File: config.mk
export PLATFORM = sky130hd
export DESIGN_NAME = split_access_lsu
export DESIGN_NICKNAME = d
export VERILOG_FILES = /design/src/rtl/split_access_lsu.sv
export SDC_FILE = /design/constraint.sdc
export NUM_CORES = 1
export LEC_CHECK = 0
export CORE_MARGIN = 5
export CORE_UTILIZATION = 55
export CTS_CLUSTER_SIZE = 40
export DETAILED_ROUTE_END_ITERATION = 16
export PLACE_DENSITY = 0.85
export SLEW_MARGIN = 20
export SYNTH_ARGS = -nofsm -noshare
export SYNTH_HDL_FRONTEND = slang
export SYNTH_SLANG_ARGS = --single-unit
File: constraint.sdc
create_clock -name clk -period 3.8 [get_ports clk]
set_input_delay 0.38 -clock clk [delete_from_list [all_inputs] [get_ports clk]]
set_output_delay 0.38 -clock clk [all_outputs]
set_load 0.02 [all_outputs]
File: src/rtl/split_access_lsu.sv
// Load/store unit between the memory stage and a handshaked data bus: lane steering,
// strobes, load extension, and two-beat splitting of accesses that cross a bus word.
module split_access_lsu #(
  parameter int XLEN           = 32,
  parameter int ADDR_W         = 32,
  parameter int MISALIGN_SPLIT = 1
) (
  input  logic              clk,
  input  logic              rst_n,
  input  logic              cpu_req,
  output logic              cpu_ready,
  input  logic [ADDR_W-1:0] cpu_addr,
  input  logic              cpu_we,
  input  logic [2:0]        cpu_rwtype,
  input  logic [XLEN-1:0]   cpu_wdata,
  output logic [XLEN-1:0]   cpu_rdata,
  output logic              cpu_done,
  output logic              cpu_fault,
  output logic              mem_req,
  input  logic              mem_gnt,
  output logic [ADDR_W-1:0] mem_addr,
  output logic              mem_we,
  output logic [XLEN/8-1:0] mem_be,
  output logic [XLEN-1:0]   mem_wdata,
  input  logic              mem_rvalid,
  input  logic [XLEN-1:0]   mem_rdata
);
  localparam int NB = XLEN / 8;
  localparam int OW = $clog2(NB);

  localparam logic [2:0] BYTE   = 3'b000;
  localparam logic [2:0] HALF   = 3'b001;
  localparam logic [2:0] WORD   = 3'b010;
  localparam logic [2:0] DWORD  = 3'b011;
  localparam logic [2:0] BYTE_U = 3'b100;
  localparam logic [2:0] HALF_U = 3'b101;
  localparam logic [2:0] WORD_U = 3'b110;

  typedef enum logic [2:0] {IDLE, BEAT0, WAIT0, BEAT1, WAIT1, FAULT, DONE} state_t;
  state_t state_reg;

  logic              we_reg;
  logic [2:0]        type_reg;
  logic [OW-1:0]     off_reg;
  logic              cross_reg;
  logic [NB-1:0]     be1_reg;
  logic [XLEN-1:0]   wdata1_reg;
  logic [XLEN-1:0]   rdata0_reg;

  function automatic logic [3:0] size_of(input logic [2:0] t);
    case (t)
      HALF, HALF_U: size_of = 4'd2;
      WORD, WORD_U: size_of = 4'd4;
      DWORD:        size_of = 4'd8;
      default:      size_of = 4'd1;
    endcase
  endfunction

  logic [OW-1:0]     req_off;
  logic [3:0]        req_size;
  logic              req_cross, req_mis, req_illegal, req_fault;
  logic [NB-1:0]     size_mask;
  logic [2*NB-1:0]   be_wide;
  logic [2*XLEN-1:0] wdata_wide;

  logic [3:0]        cur_size;
  logic [XLEN-1:0]   rd_keep;
  logic [XLEN-1:0]   rd_lo, rd_hi, rd_raw, rd_ext;
  logic [2*XLEN-1:0] rd_wide;
  logic              rd_msb;

  assign cpu_ready = (state_reg == IDLE);
  assign cur_size  = size_of(type_reg);

  // Per-lane masks: lanes below the access size for the incoming and the in-flight access.
  genvar gi;
  generate
    for (gi = 0; gi < NB; gi++) begin : g_lane
      assign size_mask[gi]     = (gi < int'(req_size));
      assign rd_keep[8*gi +: 8] = {8{gi < int'(cur_size)}};
    end
  endgenerate

  always_comb begin
    req_off     = cpu_addr[OW-1:0];
    req_size    = size_of(cpu_rwtype);
    req_cross   = (5'(req_off) + 5'(req_size)) > 5'(NB);
    req_mis     = (4'(req_off) & (req_size - 4'd1)) != 4'd0;
    req_illegal = (cpu_rwtype == 3'b111) || (cpu_we && cpu_rwtype[2]) ||
                  ((XLEN == 32) && ((cpu_rwtype == DWORD) || (cpu_rwtype == WORD_U)));
    req_fault   = req_illegal || (req_mis && (MISALIGN_SPLIT == 0));
    // Upper halves of the shifted mask/data are exactly what the second beat carries.
    be_wide     = {{NB{1'b0}}, size_mask} << req_off;
    wdata_wide  = {{XLEN{1'b0}}, cpu_wdata} << {req_off, 3'b000};
  end

  always_comb begin
    rd_lo   = (state_reg == WAIT1) ? rdata0_reg : mem_rdata;
    rd_hi   = (state_reg == WAIT1) ? mem_rdata : '0;
    rd_wide = {rd_hi, rd_lo} >> {off_reg, 3'b000};
    rd_raw  = rd_wide[XLEN-1:0];
    case (cur_size)
      4'd1:    rd_msb = rd_raw[7];
      4'd2:    rd_msb = rd_raw[15];
      4'd4:    rd_msb = rd_raw[31];
      default: rd_msb = rd_raw[XLEN-1];
    endcase
    rd_ext = (rd_raw & rd_keep) | ((!type_reg[2] && rd_msb) ? ~rd_keep : '0);
  end

  always_ff @(posedge clk or negedge rst_n) begin
    if (!rst_n) begin
      state_reg  <= IDLE;
      cpu_rdata  <= '0;
      cpu_done   <= 1'b0;
      cpu_fault  <= 1'b0;
      mem_req    <= 1'b0;
      mem_we     <= 1'b0;
      mem_be     <= '0;
      mem_addr   <= '0;
      mem_wdata  <= '0;
      we_reg     <= 1'b0;
      type_reg   <= BYTE;
      off_reg    <= '0;
      cross_reg  <= 1'b0;
      be1_reg    <= '0;
      wdata1_reg <= '0;
      rdata0_reg <= '0;
    end else begin
      cpu_done  <= 1'b0;
      cpu_fault <= 1'b0;
      case (state_reg)
        IDLE: if (cpu_req) begin
          we_reg     <= cpu_we;
          type_reg   <= cpu_rwtype;
          off_reg    <= req_off;
          cross_reg  <= req_cross;
          be1_reg    <= be_wide[2*NB-1:NB];
          wdata1_reg <= wdata_wide[2*XLEN-1:XLEN];
          if (req_fault) begin
            state_reg <= FAULT;
          end else begin
            state_reg <= BEAT0;
            mem_req   <= 1'b1;
            mem_we    <= cpu_we;
            mem_addr  <= {cpu_addr[ADDR_W-1:OW], {OW{1'b0}}};
            mem_be    <= be_wide[NB-1:0];
            mem_wdata <= wdata_wide[XLEN-1:0];
          end
        end
        BEAT0: if (mem_gnt) begin
          mem_req   <= 1'b0;
          state_reg <= WAIT0;
        end
        WAIT0: if (mem_rvalid) begin
          rdata0_reg <= mem_rdata;
          if (cross_reg) begin
            state_reg <= BEAT1;
            mem_req   <= 1'b1;
            mem_addr  <= mem_addr + ADDR_W'(NB);
            mem_be    <= be1_reg;
            mem_wdata <= wdata1_reg;
          end else begin
            state_reg <= DONE;
            cpu_done  <= 1'b1;
            cpu_rdata <= we_reg ? '0 : rd_ext;
          end
        end
        BEAT1: if (mem_gnt) begin
          mem_req   <= 1'b0;
          state_reg <= WAIT1;
        end
        WAIT1: if (mem_rvalid) begin
          state_reg <= DONE;
          cpu_done  <= 1'b1;
          cpu_rdata <= we_reg ? '0 : rd_ext;
        end
        FAULT: begin
          state_reg <= DONE;
          cpu_done  <= 1'b1;
          cpu_fault <= 1'b1;
          cpu_rdata <= '0;
        end
        DONE:    state_reg <= IDLE;
        default: state_reg <= IDLE;
      endcase
    end
  end
endmodule

# Word level (Yosys, flattened, before mapping)
# Cells that the tools add are included.
# Widths: inputs -> output; s select.
totals:
  regBits: 182
  latchBits: 0
  ram_bits: 0
  rom_bits: 0
  in_bits: 105
  word_cells: 128
  n_memories: 0
op_classes:
  addsub: 2
  multipliers: 0
  n_div: 0
  magnitude_cmp: 9
  n_eq_ne: 27
  n_shift: 3
  muxes: 45
  bitwise_logic: 4
  reduce_logical: 22
op_table:
  columns: ["operator", "n"]
  rows:
  - ["$mux 32", 15]
  - ["$pmux 32 s2", 2]
  - ["$pmux 32 s3", 1]
  - ["$shl 32x5->64", 1]
  - ["$shr 64x5->32", 1]
  - ["$add 32x3->32 const B", 1]
  - ["$and 32x32->32", 1]
  - ["$not 32->32", 1]
  - ["$or 32x32->32", 1]
  - ["$pmux 4 s3", 2]
  - ["$eq 3x3->1 const B", 7]
  - ["$mux 3", 7]
  - ["$eq 3x2->1 const B", 6]
  - ["$pmux 3 s6", 1]
  - ["$lt 1x4->1 const A", 4]
  - ["$lt 2x4->1 const A", 4]
  - ["$mux 4", 4]
  - ["$ne 2x2->1 const B", 8]
  - ["$reduce_and 5->1", 2]
  - ["$reduce_or 2->1", 5]
  - ["$eq 3x1->1 const B", 3]
  - ["$mux 1", 9]
  - ["$pmux 4 s2", 1]
  - ["$shl 4x2->8", 1]
  - ["18 further kinds", 24]

# Logic depth before layout (Yosys ltp)
logic_depth:
  ltp_word: 12
  depth_mapped: 10

# Worst setup path before layout
# No wires, ideal clock.
synth_timing:
  path_type: "reg2reg"
  start: "register state_reg[1]"
  end: "register type_reg[2]"
  t_arrival_ps: 1869
  t_required_ps: 3675
  path_slack_ps: 1806
  path_stages_with_launch: 5
  n_path_buf: 1
  period_less_slack_ps: 1994
  cell_sequence: "dfrtp_1 -> nor3_1 -> nand2_1 -> clkbuf_1 -> mux2_2"
synth_between:
  elab_chain_len: 2
synth_lines:
  columns: ["item", "line_no", "text"]
  rows:
  - ["start: declaration", "40", "state_t state_reg;"]
  - ["start signal: assignment", "113", "state_reg <= IDLE;"]
  - ["start signal: assignment", "141", "state_reg <= FAULT;"]
  - ["start signal: assignment", "143", "state_reg <= BEAT0;"]
  - ["$logic_not 3->1", null, null]
  - ["named net cpu_ready", "11", "output logic cpu_ready,"]
  - ["$reduce_and 2->1 (no source line)", null, null]
  - ["end signal: assignment", "135", "type_reg <= cpu_rwtype;"]
  - ["end: declaration", "43", "logic [2:0] type_reg;"]
# The timed path passes the listed nets, and every way through them passes these cells.
# A chain may end at the register's enable or synchronous reset.

# Final worst setup path
layout_timing:
  start: "register state_reg[2]"
  end: "register cpu_rdata[21]"
layout_between:
  elab_chain_len: 11
  word_cells_on_any_way: 21
layout_lines:
  columns: ["item", "line_no", "text"]
  rows:
  - ["$eq 3x3->1", "98, 99, 132", null]
  - ["$mux 32, on equally long branches", "98, 99", null]
  - ["$shr 64x5->32", "100", "rd_wide = {rd_hi, rd_lo} >> {off_reg, 3'b000};"]
  - ["$pmux 1 s2", "102", "case (cur_size)"]
  - ["$logic_and 1x1->1", "108", "rd_ext = (rd_raw & rd_keep) | ((!type_reg[2] && rd_msb) ? ~rd_keep : '0);"]
  - ["$mux 32", "108", null]
  - ["$or 32x32->32", "108", null]
  - ["$mux 32", "166, 176", null]
  - ["$mux 32", "157", "if (cross_reg) begin"]
  - ["$mux 32", "155", "WAIT0: if (mem_rvalid) begin"]
  - ["$pmux 32 s3", "132", "case (state_reg)"]
  - ["end signal: assignment", "166", "cpu_rdata <= we_reg ? '0 : rd_ext;"]
  - ["end signal: assignment", "176", "cpu_rdata <= we_reg ? '0 : rd_ext;"]
  - ["end: declaration", "16", "output logic [XLEN-1:0] cpu_rdata,"]
# Parallel ways exist; a longest one is shown, timed or not. The select of a mux whose other input is x is not followed.

==> out/metrics.yaml <==
logic_synthesis:
  ys_warn_count: 0
  synth_cell_types: 62
  synthArstFlopShare_pct: 100
  synth_top_area_share_pct: 43.7
  syn_area_per_cell_um2: 9.67
  synth_edf_count: 0
  synth-simple-area-share_pct: 14.1
  synthMuxAreaShare_pct: 17.2
  synth_top_area_cell: "dfrtp_1"
  syn_inst: 1013
  synth_seq_cells: 171
  synth_area_leaders: "dfrtp_1 (44%), mux2_2 (6.4%), nand2_1 (5.9%)"
  synth_xor_area_share_pct: 0.0894
  syn_area_um2: 9790
  synth-main-ff-cell: "dfrtp_1"
  synth-compound-area-share_pct: 19.9
  synth_fa_ha_area_share_pct: 0.588
  synth-seq-area-share_pct: 43.7
  synth_top_family_by_area: "compound AO/OA/AOI/OAI gates"
finish:
  nFillCells: 1259
  multi_input_area_um2: 5140
  seqCellArea_um2: 4280
  areaGrowthSynthToFinish_pct: 28.6
  drive_gt1_share_pct: 12.5
  fin_nets: 1280
  stdcell_area_um2: 12600
drt:
  dr.pass1.iters: 7
  vias: 9081
  postRouteWirelength_um: 29000
  drc: 0
  avgViaCountPerCell: 6.44
  antenna_left: 0
  wl_per_cell_um: 20.6
  initialDrtViolationCount: 1014
critical_path:
  critical-path-slowest-cell: "dfrtp_1"
  crit_chain: "nor3b_4, buf_4, buf_4, mux4_2, o2bb2ai_1, a31oi_1, o21ai_1"
  crit_type: "reg2reg"
  cp_common_cell: "buf_4"
  cp_data_arrival_time_ps: 3050
  worstPathMaxFanout: 24
  crit_path_start_kind: "flop"
  crit_buf_inv: 2
  critPathTopFamily: "buffers and inverters"
  rrSetupSlack_ps: 1070
  max_stage_delay_ps: 620
  required_ps: 4120
  endpoint_kind: "flop"
pwr:
  combPwrFrac_pct: 49.6
  internal_power_mw: 6.12
  power.leakage_nw: 5.15
  p_sw_mw: 4.49
  pwr_density_cell_nw_per_um2: 843
  p_sw_share_pct: 42.3
  total_power_mw: 10.6
  p_clk_share_pct: 17.4
  share_seq_of_total_power_pct: 32.9
  max-vdd-ir-drop_v: 0.000445
clock_network:
  clock_tree.root_cell: "clkbuf_16"
  cts.repair.resized: 0
  cts_sinks: 171
  cts_tree: "done"
  path_clk_slew_ps: 70
  ctsHtreeMaxLevel: 4
  clk_latency_ps: 440
  cts_made_buffers: 17
  cts_max_path_buffers: 2
timing:
  tightest_slew_ps: 1030
  rsz0062_at_grt: "false"
  finalCritPeriodShare_pct: 72.0
  fmaxAchievable_mhz: 366
  tns_ps: 0
  fin_crit_ps: 2730
  fin_skew_ps: 11.1
  setup_viol: 0
  slew_headroom_pct: 31.2
  drv_slew: 0
  whs_ps: 398
  hold_viol: 0
global_routing:
  gr-total-overflow: 0
  globalRouteTotalUtil_pct: 28.3
  grt_pass1_vias: 8607
  antenna_found_initial: 1
  grt_max_degree: 67
  grt_pass1_wl_um: 46100
floorplan:
  die_w_um: 143
  start_util_pct: 56.4
  num_rows: 48
  io_pins: 210
  core_um2: 17400
  die-area_um2: 20600
  die_y_um: 143
flow_run:
  maxCapViolCount: 0
placed_design:
  dp_hpwl_um: 20300
  gp_congestion: 0.904
  place_area_um2: 11900
  io_buffers: 207
hold_path:
  hold_class: "in2reg"
outcome:
  status: "complete, no violations"
## per-stage QoR
stage / utilization, % / worst slack (ps) / std cells
after floorplan: - / 1810 / 1014
after global placement: 68.8 / 978 / 1376
after detailed placement: 68.8 / 874 / 1376
after CTS: 72.5 / 1100 / 1409
after global routing: 72.6 / 874 / 1410
final: 72.6 / 1070 / 1410
## metal layers
metal  GRT usage, %  vias up  routed length (um)
met5              0        -                   0
met4           10.3        0                 940
met3           6.36       78                2740
met2           42.7      516               13600
met1           40.4     4399               11800
li1               -     4088                   -
## path summary, 6_finish.rpt
check,depth (start not counted),start,endpoint
min reg2reg,2,mem_wdata[24],mem_wdata[24]
max in group asynchronous,3,rst_n,mem_addr[8]
min,3,cpu_addr[0],be1_reg[0]
max reg2reg,7,state_reg[2],cpu_rdata[21]
max,7,state_reg[2],cpu_rdata[21]
min in group asynchronous,2,rst_n,wdata1_reg[17]
## repair_timing
action / in CTS / in global routing
hold endpoints to repair: 62 / 0
hold buffers: 1 / 0
setup buffers: 0 / 0
## synthesized netlist by cell type, types with 3 or more instances
master,number
a31oi_1,20
buf_1,12
o22a_1,7
and2_1,6
o21ai_0,100
o21ai_1,7
dfrtp_1,171
buf_4,5
nor3_1,17
buf_2,13
mux2i_1,53
clkbuf_1,58
a22oi_1,9
o211ai_1,18
o221ai_1,7
nand2b_1,5
nor2b_1,7
and4_1,6
and3_1,9
inv_1,9
o2111ai_1,8
o31ai_1,11
nand4b_1,4
ha_1,3
a41oi_1,3
o22ai_1,12
nand3_1,23
nand2_1,153
o2bb2ai_1,7
mux4_2,22
nand3b_1,3
nand4_1,15
a2bb2oi_1,14
or3_1,3
a221oi_1,8
nor2_1,38
a21oi_1,61
mux2_2,56
## cell usage in the layout (no fill, tap or decap), types with 11 or more instances in the layout
| master | Yosys | layout |
|---|---|---|
| o31ai_1 | 11 | 11 |
| nor3_1 | 17 | 17 |
| mux2_2 | 56 | 56 |
| o22ai_1 | 12 | 12 |
| nand2_1 | 153 | 152 |
| a31oi_1 | 20 | 19 |
| a21oi_1 | 61 | 61 |
| dfrtp_1 | 171 | 170 |
| mux4_2 | 22 | 22 |
| nand4_1 | 15 | 15 |
| clkdlybuf4s50_1 | 0 | 204 |
| mux2i_1 | 53 | 53 |
| nor2_1 | 38 | 38 |
| clkbuf_16 | 0 | 17 |
| nand3_1 | 23 | 23 |
| o21ai_0 | 100 | 99 |
| buf_4 | 5 | 19 |
| o211ai_1 | 18 | 18 |
| a2bb2oi_1 | 14 | 14 |
## power by group through the flow
stage | Sequential (mW) | Clock (mW) | Combinational [mW]
floorplan | 3.74 | 0 | 2.90
global placement | 3.45 | 0 | 5.04
detailed placement | 3.49 | 0 | 5.18
CTS | 3.47 | 1.85 | 5.22
global route | 3.62 | 1.94 | 5.67
finish | 3.50 | 1.85 | 5.26
## area by class of cell
cell class	count	share of cell area (%)
Tap cell	225	2.24
Sequential cell	171	34.0
Clock inverter	12	1.29
Inverter	10	0.298
Clock buffer	20	3.63
Timing Repair Buffer	228	17.8
Multi-Input combinational cell	743	40.8
Antenna cell	1	0.0199
## worst reg2reg max path: cells and delay by family (launching register included)
family	cells	cell delay [ps]
AOI/OAI and AO/OA	3	470
buffers and inverters	2	680
muxes	1	590
DFF	1	620
and+or+nand+nor	1	250
## logic make-up (layout without fill, tap and decap cells)
| group | count (synthesis) | count (layout) |
|---|---|---|
| buffers and inverters | 100 | 270 |
| AND/OR/NAND/NOR | 296 | 296 |
| adder cells (fa/ha/maj) | 4 | 4 |
| other | 1 | 3 |
| multiplexers | 132 | 132 |
| XOR/XNOR | 1 | 1 |
| flip-flops | 171 | 171 |
| AO/OA/AOI/OAI | 308 | 308 |
(Power assumes the default switching activity.)
